--- src/rtl/instr_issue_ctrl.sv ---
`default_nettype none
// ============================================================================
// Module   : instr_issue_ctrl
// Brief    : Fetch/issue sequencer. It fetches one instruction word, presents
//            it to the decoder for a single cycle, and then waits for the
//            vector engine or for the wfi/done handshake. Optional macro:
//            ISSUE_PERF_CNT_EN adds saturating issue and stall counters.
// Revision : 1.0 - initial release
// ============================================================================
module instr_issue_ctrl #(
    parameter int PC_W    = 10,
    parameter int DW_INST = 32
) (
    input  logic               clk,
    input  logic               rst_n,
    input  logic               start,
    output logic               imem_en,
    output logic [PC_W-1:0]    imem_addr,
    input  logic [DW_INST-1:0] imem_rdata,
    output logic [DW_INST-1:0] instr,
    output logic               instr_valid,
    input  logic               is_not_vect,
    input  logic               vec_done,
    input  logic               is_bne,
    input  logic               branch_taken,
    input  logic [11:0]        branch_immediate,
    input  logic               ap_done,
    output logic               busy,
    output logic               done
`ifdef ISSUE_PERF_CNT_EN
    ,
    output logic [31:0]        issue_cnt,
    output logic [31:0]        stall_cnt
`endif
);

    localparam logic [2:0] c_st_idle  = 3'd0;
    localparam logic [2:0] c_st_fetch = 3'd1;
    localparam logic [2:0] c_st_issue = 3'd2;
    localparam logic [2:0] c_st_vwait = 3'd3;
    localparam logic [2:0] c_st_wfi   = 3'd4;
    localparam logic [2:0] c_st_done  = 3'd5;

    localparam logic [DW_INST-1:0] c_wfi    = DW_INST'(32'h10500073);
    localparam logic [PC_W-1:0]    c_pc_one = PC_W'(1);

    logic [2:0]         state_q, state_d;
    logic [PC_W-1:0]    pc_q, pc_d;
    logic [DW_INST-1:0] instr_q, instr_d;
    logic               vec_seen_q, vec_seen_d;
    logic               done_q, done_d;

    logic               start_acc;
    logic [31:0]        br_off;

    assign start_acc = start && ((state_q == c_st_idle) || (state_q == c_st_done));

    // Branch offset is the signed immediate halved (arithmetic), sign-extended.
    assign br_off = {{21{branch_immediate[11]}}, branch_immediate[11:1]};

    always_comb begin
        state_d    = state_q;
        pc_d       = pc_q;
        instr_d    = instr_q;
        vec_seen_d = vec_seen_q;
        done_d     = 1'b0;
        case (state_q)
            c_st_idle, c_st_done: begin
                if (start_acc) begin
                    state_d = c_st_fetch;
                    pc_d    = '0;
                end
            end
            c_st_fetch: begin
                state_d = c_st_issue;
                instr_d = imem_rdata;
            end
            c_st_issue: begin
                vec_seen_d = 1'b0;
                if (instr_q == c_wfi) begin
                    if (ap_done) begin
                        state_d = c_st_done;
                        done_d  = 1'b1;
                    end else begin
                        state_d = c_st_wfi;
                    end
                end else if (!is_not_vect) begin
                    state_d = c_st_vwait;
                    pc_d    = pc_q + c_pc_one;
                    // An early completion is remembered so VWAIT lasts one cycle.
                    vec_seen_d = vec_done;
                end else if (is_bne && branch_taken) begin
                    state_d = c_st_fetch;
                    pc_d    = pc_q + br_off[PC_W-1:0];
                end else begin
                    state_d = c_st_fetch;
                    pc_d    = pc_q + c_pc_one;
                end
            end
            c_st_vwait: begin
                if (vec_done || vec_seen_q) begin
                    state_d    = c_st_fetch;
                    vec_seen_d = 1'b0;
                end
            end
            c_st_wfi: begin
                if (ap_done) begin
                    state_d = c_st_done;
                    done_d  = 1'b1;
                end
            end
            default: begin
                state_d    = c_st_idle;
                vec_seen_d = 1'b0;
            end
        endcase
    end

    always_ff @(posedge clk or negedge rst_n) begin
        if (!rst_n) begin
            state_q    <= c_st_idle;
            pc_q       <= '0;
            instr_q    <= '0;
            vec_seen_q <= 1'b0;
            done_q     <= 1'b0;
        end else begin
            state_q    <= state_d;
            pc_q       <= pc_d;
            instr_q    <= instr_d;
            vec_seen_q <= vec_seen_d;
            done_q     <= done_d;
        end
    end

    assign imem_en     = (state_q == c_st_fetch);
    assign imem_addr   = pc_q;
    assign instr       = instr_q;
    assign instr_valid = (state_q == c_st_issue);
    assign busy        = (state_q != c_st_idle) && (state_q != c_st_done);
    assign done        = done_q;

`ifdef ISSUE_PERF_CNT_EN
    logic [31:0] issue_cnt_q, issue_cnt_d;
    logic [31:0] stall_cnt_q, stall_cnt_d;

    always_comb begin
        issue_cnt_d = issue_cnt_q;
        stall_cnt_d = stall_cnt_q;
        if (start_acc) begin
            issue_cnt_d = '0;
            stall_cnt_d = '0;
        end else begin
            if ((state_q == c_st_issue) && (issue_cnt_q != 32'hFFFF_FFFF)) begin
                issue_cnt_d = issue_cnt_q + 32'd1;
            end
            if (((state_q == c_st_vwait) || (state_q == c_st_wfi)) &&
                (stall_cnt_q != 32'hFFFF_FFFF)) begin
                stall_cnt_d = stall_cnt_q + 32'd1;
            end
        end
    end

    always_ff @(posedge clk or negedge rst_n) begin
        if (!rst_n) begin
            issue_cnt_q <= '0;
            stall_cnt_q <= '0;
        end else begin
            issue_cnt_q <= issue_cnt_d;
            stall_cnt_q <= stall_cnt_d;
        end
    end

    assign issue_cnt = issue_cnt_q;
    assign stall_cnt = stall_cnt_q;
`endif

endmodule
`default_nettype wire
--- config.mk ---
export PLATFORM = sky130hd
export DESIGN_NAME = instr_issue_ctrl
export DESIGN_NICKNAME = d
export VERILOG_FILES = /design/src/rtl/instr_issue_ctrl.sv
export SDC_FILE = /design/constraint.sdc
export NUM_CORES = 1
export LEC_CHECK = 0
export ABC_AREA = 1
export CAP_MARGIN = 5
export CORE_UTILIZATION = 26
export DETAILED_ROUTE_END_ITERATION = 7
export SYNTH_ARGS = -nofsm -noshare
export SYNTH_HDL_FRONTEND = slang
export SYNTH_SLANG_ARGS = --single-unit
--- constraint.sdc ---
create_clock -name clk -period 4.5 [get_ports clk]
set_input_delay 0.9 -clock clk [delete_from_list [all_inputs] [get_ports clk]]
set_output_delay 0.9 -clock clk [all_outputs]
set_load 0.05 [all_outputs]
==> flow_metrics.env <==
export IMPL_clk_latency_ns=0.29
export IMPL_regToRegStartpoint="imem_addr[0]"
export IMPL_dieArea_sq_um=10800
export IMPL_required_ns=3.60
export IMPL_avgSynthCellArea_sq_um=7.31
export IMPL_remaining_drc_errors=0
export IMPL_reg2reg_slack_ns=2.25
export IMPL_critPathMaxFanout=40
export IMPL_drtPass1Iterations=4
export IMPL_power_density_nw_per_um2=769
export IMPL_avgRoutedWirePerCell_um=11.9
export IMPL_cts_resized=0
export IMPL_hold_viol=0
export IMPL_placed_area_sq_um=3780
export IMPL_max_freq_ghz=0.305
export IMPL_rows=36
export IMPL_critPathLaunchType="flop"
export IMPL_grt_pass1_wl_mm=12.0
export IMPL_setup_tns_ns=0
export IMPL_fp_dieH_um=104
export IMPL_synth_cell_types=33
export IMPL_grtUsageTotal_pct=13.6
export IMPL_skew_ns=0.00869
export IMPL_finalCriticalPeriod_ns=3.28
export IMPL_crit_slowest_cell="clkdlybuf4s50_1"
export IMPL_cap_violations=0
export IMPL_cts_hold_buffers_added=0
export IMPL_syn_cell_area_sq_um=2700
export IMPL_tightest_slew_ns=0.710
export IMPL_core_area_sq_um=9910
export IMPL_cp_end_kind="primary output"
export IMPL_cts_root_buf="clkbuf_8"
export IMPL_vdd_ir_drop_worst_mv=0.365
export IMPL_reg2reg_depth=11
export IMPL_worstPathArrival_ns=2.38
export IMPL_antenna_found_initial=0
export IMPL_r2r_end="imem_addr[8]"
export IMPL_status="finished clean"
export IMPL_area_delta_synth_final_pct=43.0
export IMPL_start_util_pct=27.2
export IMPL_htreeDepth=2
export IMPL_cts_made_buffers=5
export IMPL_hp_start="instr[5]"
export IMPL_p_leak_nw=1.81
export IMPL_dp_hpwl_mm=5.31
export IMPL_clk_pin_slew_ns=0.09
export IMPL_gp_congestion=0.827
export IMPL_fin_crit_sh_pct=72.8
export IMPL_io_pins=98
export IMPL_first_global_vias=2615
export IMPL_nets=528
export IMPL_syn_nets=432
export IMPL_hold_depth=2
export IMPL_slowest_delay_ns=0.89
export IMPL_grt_max_degree=48
export IMPL_slew_headroom_pct=52.5
export IMPL_die_x_um=104
export IMPL_drt_initial_drc_count=75
export IMPL_yosysSeqAreaShare_pct=43.6
export IMPL_rsz0062_at_grt="false"
export IMPL_dr_total_vias=2618
export IMPL_crit_type="flop to primary output"
export IMPL_min_to="instr[5]"
export IMPL_synth_cells=369
export IMPL_cts_sinks=47
export IMPL_ys_warn_count=0
export IMPL_synth_area_leader_cell="dfrtp_1"
export IMPL_drtAntennaViolNets=0
export IMPL_hold_class="flop to flop"
export IMPL_final_area_sq_um=3860
export IMPL_final_max_slew_violation_count=0
export IMPL_ys_ff_latch=47
export IMPL_synth_area_leaders="dfrtp_1, nand2_1, ha_1, nor2_1, nand3_1"
export IMPL_routed_wl_mm=7.11
export IMPL_antenna_cells=0
export IMPL_post_cts_setup_buffers=0
export IMPL_via_per_inst=4.39
export IMPL_synth_top_area_share_pct=43.6
export IMPL_port_buffers=95
export IMPL_cts_buffer_depth=2
export IMPL_grt_overflow_total=0
export IMPL_cts_tree="done"
export IMPL_setup_viol=0
export IMPL_crit_chain="or2_4, nor2_2, buf_4, clkdlybuf4s50_1"
export IMPL_drive_above_1_share_pct=5.60
## synth_stat cells (all sizes together)
library cell  count
o22ai             2
nand3            18
buf               4
xnor2             3
nand4             5
inv              27
a21oi            13
clkbuf            4
ha               10
nor2             34
o21ai            18
a31o              1
fa                1
o21a              1
nor4              1
clkinv            1
dfrtp            47
nand2           167
or2               1
xor2              5
nor3              4
mux2i             1
o211ai            1
## layout by cell type, fill, tap and decap left out, types with 2 or more instances in the layout
master,netlist,final
a21oi_1,12,12
buf_4,1,2
clkbuf_8,0,5
clkdlybuf4s50_1,0,94
dfrtp_1,47,47
ha_1,10,10
inv_1,23,23
inv_2,4,4
nand2_1,166,166
nand3_1,18,18
nand4_1,5,5
nor2_1,29,29
nor2_2,4,4
nor3_1,3,3
o21ai_0,14,14
o21ai_1,2,2
o21ai_2,2,2
o22ai_1,2,2
xnor2_1,3,3
xor2_1,5,5
## sequential cells by signal, indices dropped and copies added, names as in the netlist
| signal | cells |
|---|---|
| state_q | 3 |
| done | 1 |
| imem_addr | 10 |
| vec_seen_q | 1 |
| instr | 32 |
## worst max-delay path by stage
stage	slack [ns]	from	endpoint	cells after the start
after floorplan	2.18	branch_immediate[1]	imem_addr[8]	11
after global placement	1.50	branch_immediate[1]	imem_addr[8]	12
after detailed placement	1.49	branch_immediate[1]	imem_addr[8]	12
after CTS	1.21	state_q[2]	imem_en	4
after global routing	1.09	state_q[2]	imem_en	4
final	1.22	state_q[2]	imem_en	4
## final cells by class
class                      instances  area, sq um
clock buffer                       5         68.8
inverter                          28          106
clock inverter                     1         7.51
multi-input combinational        286         1370
timing repair buffer              97          961
fill                            1063         6050
tap                              133          166
sequential                        47         1180
## kinds of logic after synthesis
kind of cell    synth area share [%]
simple gates                    34.9
flops                           43.6
compound gates                  7.52
buf+inv                         5.57
fa+ha+maj                       5.38
xor+xnor                        2.60
mux                            0.371
## worst max-delay path: cells and delay by family (launching register included)
family | cells | cell delay [ns]
flops | 1 | 0.44
simple gates | 2 | 0.36
buf+inv | 2 | 1.25
## per-stage QoR
step	utilization (%)	power (mW)	hold WS, ns	setup WS (ns)	std cells
global route	38.9	3.21	0.533	1.09	597
CTS	38.9	3.00	0.508	1.21	597
detailed placement	38.1	2.74	0.485	1.49	591
floorplan	-	2.13	0.459	2.18	369
finish	38.9	2.97	0.505	1.22	597
global placement	38.1	2.73	0.477	1.50	591
## report_power, final
| part | leakage, nW | total, mW | internal, mW | switching, mW |
|---|---|---|---|---|
| combinational | 1.18 | 1.92 | 0.630 | 1.29 |
| clock | 0.0361 | 0.239 | 0.103 | 0.135 |
| sequential | 0.594 | 0.810 | 0.616 | 0.194 |
## layer usage
metal  track usage [%]  vias to the layer above  part of all wire (%)
li1                  -                     1363                     -
met1              17.3                     1154                    47
met2              22.0                       95                    44
met3              4.72                        6                   8.4
met4              2.86                        0                  0.69
met5                 0                        -                     0
(Power assumes the default switching activity.)
